## src/rtl/fetch_pkg.sv

```systemverilog
// Shared types and constants for the instruction fetch stage.
// Holds the FSM encoding, the prefetch entry layout and the redirect-target helper.
package fetch_pkg;

    typedef enum logic [1:0] {
        IDLE,
        REQ,
        DISCARD
    } fetch_state_t;

    localparam logic [31:0] PC_INCR  = 32'd4;
    localparam logic [31:0] PC_AHEAD = 32'd8;

    typedef struct packed {
        logic [31:0] instr;
        logic [31:0] pc;
    } fetch_entry_t;

    // The branch reads PC as its own address plus 8; the low bits are cleared to stay word aligned.
    function automatic logic [31:0] branch_target(input logic [31:0] branch_pc,
                                                  input logic [31:0] ext_imm);
        logic [31:0] sum;
        sum = branch_pc + PC_AHEAD + ext_imm;
        return {sum[31:2], 2'b00};
    endfunction

endpackage

```

## src/rtl/fetch_if.sv

```systemverilog
// Bundle of the fetch stage's memory, decode and redirect signals.
// The fetch unit takes the master side; memory/decode/extension sit on the slave side.
interface fetch_if;

    logic        imem_req;
    logic [31:0] imem_addr;
    logic        imem_ack;
    logic [31:0] imem_rdata;
    logic        instr_valid;
    logic [31:0] instr;
    logic [31:0] instr_pc;
    logic        instr_ready;
    logic        branch_taken;
    logic [31:0] branch_pc;
    logic [31:0] ext_imm;

    modport master (
        output imem_req, imem_addr, instr_valid, instr, instr_pc,
        input  imem_ack, imem_rdata, instr_ready, branch_taken, branch_pc, ext_imm
    );

    modport slave (
        input  imem_req, imem_addr, instr_valid, instr, instr_pc,
        output imem_ack, imem_rdata, instr_ready, branch_taken, branch_pc, ext_imm
    );

endinterface

```

## src/rtl/fetch_fifo.sv

```systemverilog
// Prefetch FIFO of fetched {instr, pc} entries with a same-edge flush.
// The head reads as zero while empty so downstream never sees stale words.
module fetch_fifo
    import fetch_pkg::*;
#(
    parameter int DEPTH = 2,
    localparam int PTR_W = $clog2(DEPTH),
    localparam int CNT_W = PTR_W + 1
) (
    input  logic             clk,
    input  logic             reset,
    input  logic             push,
    input  logic             pop,
    input  logic             flush,
    input  fetch_entry_t     din,
    output fetch_entry_t     dout,
    output logic [CNT_W-1:0] count,
    output logic             full,
    output logic             empty
);

    fetch_entry_t     mem [DEPTH];
    logic [PTR_W-1:0] wr_ptr;
    logic [PTR_W-1:0] rd_ptr;
    logic             do_push;
    logic             do_pop;

    assign do_push = push && !flush;
    assign do_pop  = pop && !flush && !empty;

    assign empty = (count == '0);
    assign full  = (count == CNT_W'(DEPTH));
    assign dout  = empty ? '0 : mem[rd_ptr];

    always_ff @(posedge clk or posedge reset) begin
        if (reset) begin
            wr_ptr <= '0;
            rd_ptr <= '0;
            count  <= '0;
        end else if (flush) begin
            wr_ptr <= '0;
            rd_ptr <= '0;
            count  <= '0;
        end else begin
            if (do_push) wr_ptr <= wr_ptr + PTR_W'(1);
            if (do_pop)  rd_ptr <= rd_ptr + PTR_W'(1);
            count <= count + CNT_W'(do_push) - CNT_W'(do_pop);
        end
    end

    always_ff @(posedge clk) begin
        if (do_push) mem[wr_ptr] <= din;
    end

    // The fetch FSM only issues a request when the push it will produce has room.
    a_no_overflow: assert property (@(posedge clk) disable iff (reset) !(push && full));

endmodule

```

## src/rtl/fetch_unit.sv

```systemverilog
// Instruction fetch: PC, one-outstanding imem transaction, prefetch FIFO to decode,
// and branch redirects that flush the FIFO and drop any in-flight word.
module fetch_unit
    import fetch_pkg::*;
#(
    parameter logic [31:0] RESET_PC = 32'h0000_0000,
    parameter int          DEPTH    = 2
) (
    input  logic   clk,
    input  logic   reset,
    fetch_if.master bus
);

    localparam int          CNT_W      = $clog2(DEPTH) + 1;
    localparam logic [31:0] RESET_PC_W = {RESET_PC[31:2], 2'b00};

    fetch_state_t     state;
    fetch_state_t     state_n;
    logic [31:0]      fetch_pc;
    logic [31:0]      fetch_pc_n;
    logic [31:0]      req_addr;
    logic [31:0]      req_addr_n;
    logic [31:0]      target;
    logic [31:0]      next_pc;
    logic             redirect;
    logic             ack;
    logic             push;
    logic             pop;
    logic             fifo_full;
    logic             fifo_empty;
    logic [CNT_W-1:0] count;
    logic [CNT_W-1:0] count_after;
    fetch_entry_t     push_entry;
    fetch_entry_t     head;

    assign redirect    = bus.branch_taken;
    assign ack         = bus.imem_ack && (state != IDLE);
    assign target      = branch_target(bus.branch_pc, bus.ext_imm);
    assign next_pc     = fetch_pc + PC_INCR;
    assign push        = (state == REQ) && ack && !redirect;
    assign pop         = !fifo_empty && bus.instr_ready;
    assign push_entry  = '{instr: bus.imem_rdata, pc: req_addr};
    assign count_after = count + CNT_W'(push) - CNT_W'(pop);

    fetch_fifo #(
        .DEPTH (DEPTH)
    ) u_fifo (
        .clk   (clk),
        .reset (reset),
        .push  (push),
        .pop   (pop),
        .flush (redirect),
        .din   (push_entry),
        .dout  (head),
        .count (count),
        .full  (fifo_full),
        .empty (fifo_empty)
    );

    always_ff @(posedge clk or posedge reset) begin
        if (reset) begin
            state    <= IDLE;
            fetch_pc <= RESET_PC_W;
            req_addr <= RESET_PC_W;
        end else begin
            state    <= state_n;
            fetch_pc <= fetch_pc_n;
            req_addr <= req_addr_n;
        end
    end

    always_comb begin
        state_n    = state;
        fetch_pc_n = fetch_pc;
        req_addr_n = req_addr;
        case (state)
            IDLE: begin
                if (redirect) begin
                    fetch_pc_n = target;
                    req_addr_n = target;
                    state_n    = REQ;
                end else if (!fifo_full) begin
                    req_addr_n = fetch_pc;
                    state_n    = REQ;
                end
            end
            REQ: begin
                if (ack && redirect) begin
                    fetch_pc_n = target;
                    req_addr_n = target;
                end else if (ack) begin
                    fetch_pc_n = next_pc;
                    req_addr_n = next_pc;
                    // Keep streaming only if the next word is guaranteed a slot.
                    state_n    = (count_after < CNT_W'(DEPTH)) ? REQ : IDLE;
                end else if (redirect) begin
                    fetch_pc_n = target;
                    state_n    = DISCARD;
                end
            end
            DISCARD: begin
                if (redirect) fetch_pc_n = target;
                if (ack) begin
                    req_addr_n = redirect ? target : fetch_pc;
                    state_n    = REQ;
                end
            end
            default: state_n = IDLE;
        endcase
    end

    assign bus.imem_req    = (state != IDLE);
    assign bus.imem_addr   = req_addr;
    assign bus.instr_valid = !fifo_empty;
    assign bus.instr       = head.instr;
    assign bus.instr_pc    = head.pc;

endmodule

```

## src/flat_wrapper.sv

```systemverilog
// flat-port wrapper written by rule: the top's interface ports become plain ports
module fetch_unit_flat import fetch_pkg::*;
#(
    parameter logic [31:0] RESET_PC = 32'h0000_0000,
    parameter int          DEPTH    = 2
)
  (clk, reset, bus_imem_req, bus_imem_addr, bus_instr_valid, bus_instr, bus_instr_pc, bus_imem_ack, bus_imem_rdata, bus_instr_ready, bus_branch_taken, bus_branch_pc, bus_ext_imm);
  fetch_if bus_i ();
  input  logic clk;
  input  logic reset;
  output wire logic [$bits(bus_i.imem_req)-1:0] bus_imem_req;
  output wire logic [$bits(bus_i.imem_addr)-1:0] bus_imem_addr;
  output wire logic [$bits(bus_i.instr_valid)-1:0] bus_instr_valid;
  output wire logic [$bits(bus_i.instr)-1:0] bus_instr;
  output wire logic [$bits(bus_i.instr_pc)-1:0] bus_instr_pc;
  input wire logic [$bits(bus_i.imem_ack)-1:0] bus_imem_ack;
  input wire logic [$bits(bus_i.imem_rdata)-1:0] bus_imem_rdata;
  input wire logic [$bits(bus_i.instr_ready)-1:0] bus_instr_ready;
  input wire logic [$bits(bus_i.branch_taken)-1:0] bus_branch_taken;
  input wire logic [$bits(bus_i.branch_pc)-1:0] bus_branch_pc;
  input wire logic [$bits(bus_i.ext_imm)-1:0] bus_ext_imm;
  assign bus_imem_req = bus_i.imem_req;
  assign bus_imem_addr = bus_i.imem_addr;
  assign bus_instr_valid = bus_i.instr_valid;
  assign bus_instr = bus_i.instr;
  assign bus_instr_pc = bus_i.instr_pc;
  assign bus_i.imem_ack = bus_imem_ack;
  assign bus_i.imem_rdata = bus_imem_rdata;
  assign bus_i.instr_ready = bus_instr_ready;
  assign bus_i.branch_taken = bus_branch_taken;
  assign bus_i.branch_pc = bus_branch_pc;
  assign bus_i.ext_imm = bus_ext_imm;
  fetch_unit #(.RESET_PC(RESET_PC), .DEPTH(DEPTH)) u_core (.clk(clk), .reset(reset), .bus(bus_i));
endmodule
```

## config.mk

```make
export PLATFORM = sky130hd
export DESIGN_NAME = fetch_unit_flat
export DESIGN_NICKNAME = d
export VERILOG_FILES = /design/src/rtl/fetch_pkg.sv /design/src/rtl/fetch_if.sv /design/src/rtl/fetch_fifo.sv /design/src/rtl/fetch_unit.sv /design/src/flat_wrapper.sv
export SDC_FILE = /design/constraint.sdc
export NUM_CORES = 1
export LEC_CHECK = 0
export CORE_ASPECT_RATIO = 0.7
export CORE_MARGIN = 4
export CORE_UTILIZATION = 35
export CTS_CLUSTER_SIZE = 14
export DETAILED_ROUTE_END_ITERATION = 7
export GPL_ROUTABILITY_DRIVEN = 0
export MAX_ROUTING_LAYER = met4
export SLEW_MARGIN = 20
export SYNTH_ARGS = -nofsm -noshare
export SYNTH_HDL_FRONTEND = slang
export SYNTH_HIERARCHICAL = 1
export SYNTH_SLANG_ARGS = --single-unit
```

## constraint.sdc

```tcl
create_clock -name clk -period 5.3 [get_ports clk]
set_clock_uncertainty 0.2 [all_clocks]
set_input_delay 1.06 -clock clk [delete_from_list [all_inputs] [get_ports clk]]
set_output_delay 1.06 -clock clk [all_outputs]
set_load 0.005 [all_outputs]
```

==> key figures <==
Run status
  • Status: finished, final reports clean

GRT
  • Vias in the first global route: 9,148
  • Initial antenna violation count: 0
  • Largest net degree at the start of global routing: 41
  • GRT Util Overall: 0.191
  • Grt ovf: 0
  • First-pass GRT wire length: 53,600 um

STA
  • Tmin final: 4.19 ns
  • RSZ-0062 raised after global routing: false
  • Final hold violation count: 0
  • Final period util: 0.790
  • Slew margin rel.: 0.286
  • Worst-margin pin slew: 1.07 ns
  • Hold slack final: 0.285 ns
  • Setup violators final: 0
  • Max-slew violations: 0
  • Fin worst setup slack: 1.11 ns
  • Maximum clock frequency: 0.239 GHz

Synthesis
  • Asr flop ratio synth: 0.354
  • Post-synth EDFFs: 128
  • Syn_area_per_cell: 10.2 um2
  • Synth warnings: 6
  • Synth Register Bits: 198
  • Syn_nets: 1,312
  • Mapped cell area: 11,700 um2
  • Seq/Total Area, Yosys: 0.477
  • Ys flop type: edfxtp_1
  • Post-synthesis cell count: 1,147
  • Post-synth cell types: 76

Final layout
  • Fin nets: 1,495
  • Area of the multi-input gates: 5740 um2
  • Final cell count without fillers: 1,771
  • Fillers: 3,077
  • Register area: 5600 um2
  • Layout Area Growth over Synthesis: 26.0%
  • Layout cells sized above 1: 0.0596
  • Fin area: 14,800 um2
  • Fin util: 0.452

Worst setup path
  • WP data required: 5.43 ns
  • Largest stage delay, worst path: 0.58 ns
  • Crit-path cells: clkdlybuf4s50_1 -> ha_1 -> inv_1 -> fa_1 -> nor2b_1 -> o311ai_2 -> a211o_1 -> a21oi_1 -> xor2_1 -> a21oi_1 -> o31ai_1
  • Setup crit start kind: input pin
  • Slowest stage cell, crit path: xor2_1
  • Crit path kind: in -> reg
  • Crit path top cell by count: a21oi_1
  • Crit path capture type: flop
  • Largest fanout on the critical path: 5
  • Arrival time worst endpoint: 4.32 ns

Hold path
  • Worst min-delay path class: reg -> reg

Floorplan
  • Die height: 161 um
  • Die W: 227 um
  • Initial core utilization: 0.359
  • Die area: 36,600 um2
  • I/O pin count: 199
  • Core ar.: 32,700 um2
  • Num rows: 55

Clock tree
  • Reg clk slew, reported paths: 0.08 ns
  • Cts hold-fix bufs: 0
  • CTS tree: built
  • Number of CTS-inserted buffers: 17
  • Cts repair resizes: 0
  • Worst skew pair latency: 0.43 ns
  • Root Buffer: clkbuf_16
  • H-tree Lvls: 4
  • CTS Sinks: 198
  • Setup Fix Bufs, Post-CTS: 0
  • Longest Clk Path Bufs: 2

Route
  • Drt first pass iters: 6
  • Final ANT Viol Nets: 0
  • Vias per cell: 5.48
  • Routed len/inst: 19.6 um
  • Vias: 9,708
  • Drt total wl: 34,700 um
  • Initial drt markers: 1,067
  • DR DRC count: 0

Place
  • Dpl cell area: 14,200 um2
  • Placed insts: 1,738
  • Final HPWL DP: 25,400 um
  • Pre-CTS setup slack: 0.720 ns
  • Number of port buffers: 198

Power
  • Lkg Pwr: 5.58 nW
  • Maximum VDD drop: 0.212 mV
  • PwrDens: 351 nW/um2

Job
  • Max Cap Viol: 0
[synth_stat cells (all sizes together), types with 27 or more instances]
cell type / instances / share of area
a21oi: 71 / 0.031
clkbuf: 35 / 0.011
dfrtp: 70 / 0.15
edfxtp: 128 / 0.33
ha: 63 / 0.067
inv: 27 / 0.0086
mux2i: 73 / 0.062
nand2: 104 / 0.033
nand3: 35 / 0.015
nor2: 150 / 0.048
o21ai: 68 / 0.029
xnor2: 30 / 0.022
[cell type report]
type                            count  area share
Multi-Input combinational cell    862       0.388
Sequential cell                   198       0.379
Timing Repair Buffer              223       0.148
Tap cell                          427      0.0361
Clock buffer                       18      0.0297
Clock inverter                     14      0.0117
Inverter                           28     0.00711
Antenna cell                        1    0.000169
[worst max-delay path, delay by kind of cell]
family / cells / cell delay, ns
AOI/OAI and AO/OA: 5 / 1.20
and+or+nand+nor: 1 / 0.24
adders and majority gates: 2 / 0.76
buffers and inverters: 2 / 0.47
xor gates and xnor gates: 1 / 0.58
[path summary, 6_finish.rpt]
kind	slack [ns]	from	to	cells past startpoint
worst min register to register	0.28	u_core/fetch_pc[0]	u_core/fetch_pc[0]	1
worst max-delay path	1.11	bus_branch_pc[2]	u_core/bus.imem_addr[17]	11
worst min-delay path	0.28	u_core/fetch_pc[0]	u_core/fetch_pc[0]	1
min in group asynchronous	0.67	reset	u_core/u_fifo/rd_ptr	2
worst max register to register	1.73	u_core/state[0]	u_core/bus.imem_addr[28]	6
max in group asynchronous	2.95	reset	u_core/fetch_pc[27]	3
[report_power, final]
group	switching, mW	internal (mW)	total [mW]
sequential	0.378	1.93	2.31
clock	0.662	0.655	1.32
combinational	0.823	0.739	1.56
total	1.86	3.33	5.19
[cell usage in the layout, fill, tap and decap left out, types with 6 or more instances in the layout]
| cell type | count |
|---|---|
| nor2b_1 | 9 |
| o21ai_1 | 11 |
| a221o_1 | 10 |
| a22oi_1 | 12 |
| inv_1 | 25 |
| o21ai_0 | 55 |
| xnor2_1 | 30 |
| clkdlybuf4s50_1 | 198 |
| nor2_1 | 147 |
| edfxtp_1 | 128 |
| nand3_1 | 35 |
| a21o_1 | 19 |
| clkbuf_16 | 17 |
| and3_1 | 20 |
| mux2i_1 | 73 |
| ha_1 | 63 |
| xor2_1 | 20 |
| nand2b_1 | 12 |
| o21a_1 | 11 |
| o221ai_1 | 11 |
| buf_4 | 23 |
| nor3_1 | 12 |
| a221oi_1 | 7 |
| o22ai_1 | 11 |
| a21oi_1 | 69 |
| nand2_1 | 104 |
| dfrtp_1 | 69 |
| nand4_1 | 12 |
| a211o_1 | 6 |
| a211oi_1 | 9 |
[per-layer routing]
metal / routed length (um) / part of all wire / vias to the layer above / track usage
met1: 16900 / 0.49 / 4596 / 0.294
met3: 3190 / 0.092 / 34 / 0.0362
met2: 14100 / 0.41 / 465 / 0.260
met5: 0 / 0 / - / -
met4: 561 / 0.016 / 0 / 0.0426
li1: - / - / 4613 / -
[registers in the layout, summed over array words and instances (netlist names)]
name,cells
u_core/u_fifo/wr_ptr,1
u_core/u_fifo/rd_ptr,1
u_core/u_fifo/mem,128
u_core/bus.imem_addr,32
u_core/u_fifo/count,2
u_core/state,2
u_core/fetch_pc,32
[per-stage QoR]
step | TNS (ns) | power (mW)
detailed placement | 0 | 3.87
CTS | 0 | 5.21
floorplan | -14.77 | 3.07
global placement | 0 | 3.85
global route | 0 | 5.49
finish | 0 | 5.19
[kinds of logic after synthesis]
family | after synthesis | share of synthesized area
and+or+nand+nor | 380 | 0.146
AOI/OAI and AO/OA | 289 | 0.165
DFF | 198 | 0.477
buffers and inverters | 87 | 0.0371
muxes | 78 | 0.0671
adders and majority gates | 64 | 0.0689
xor gates and xnor gates | 51 | 0.0392
Note: power is estimated with default switching activity, not from simulation.
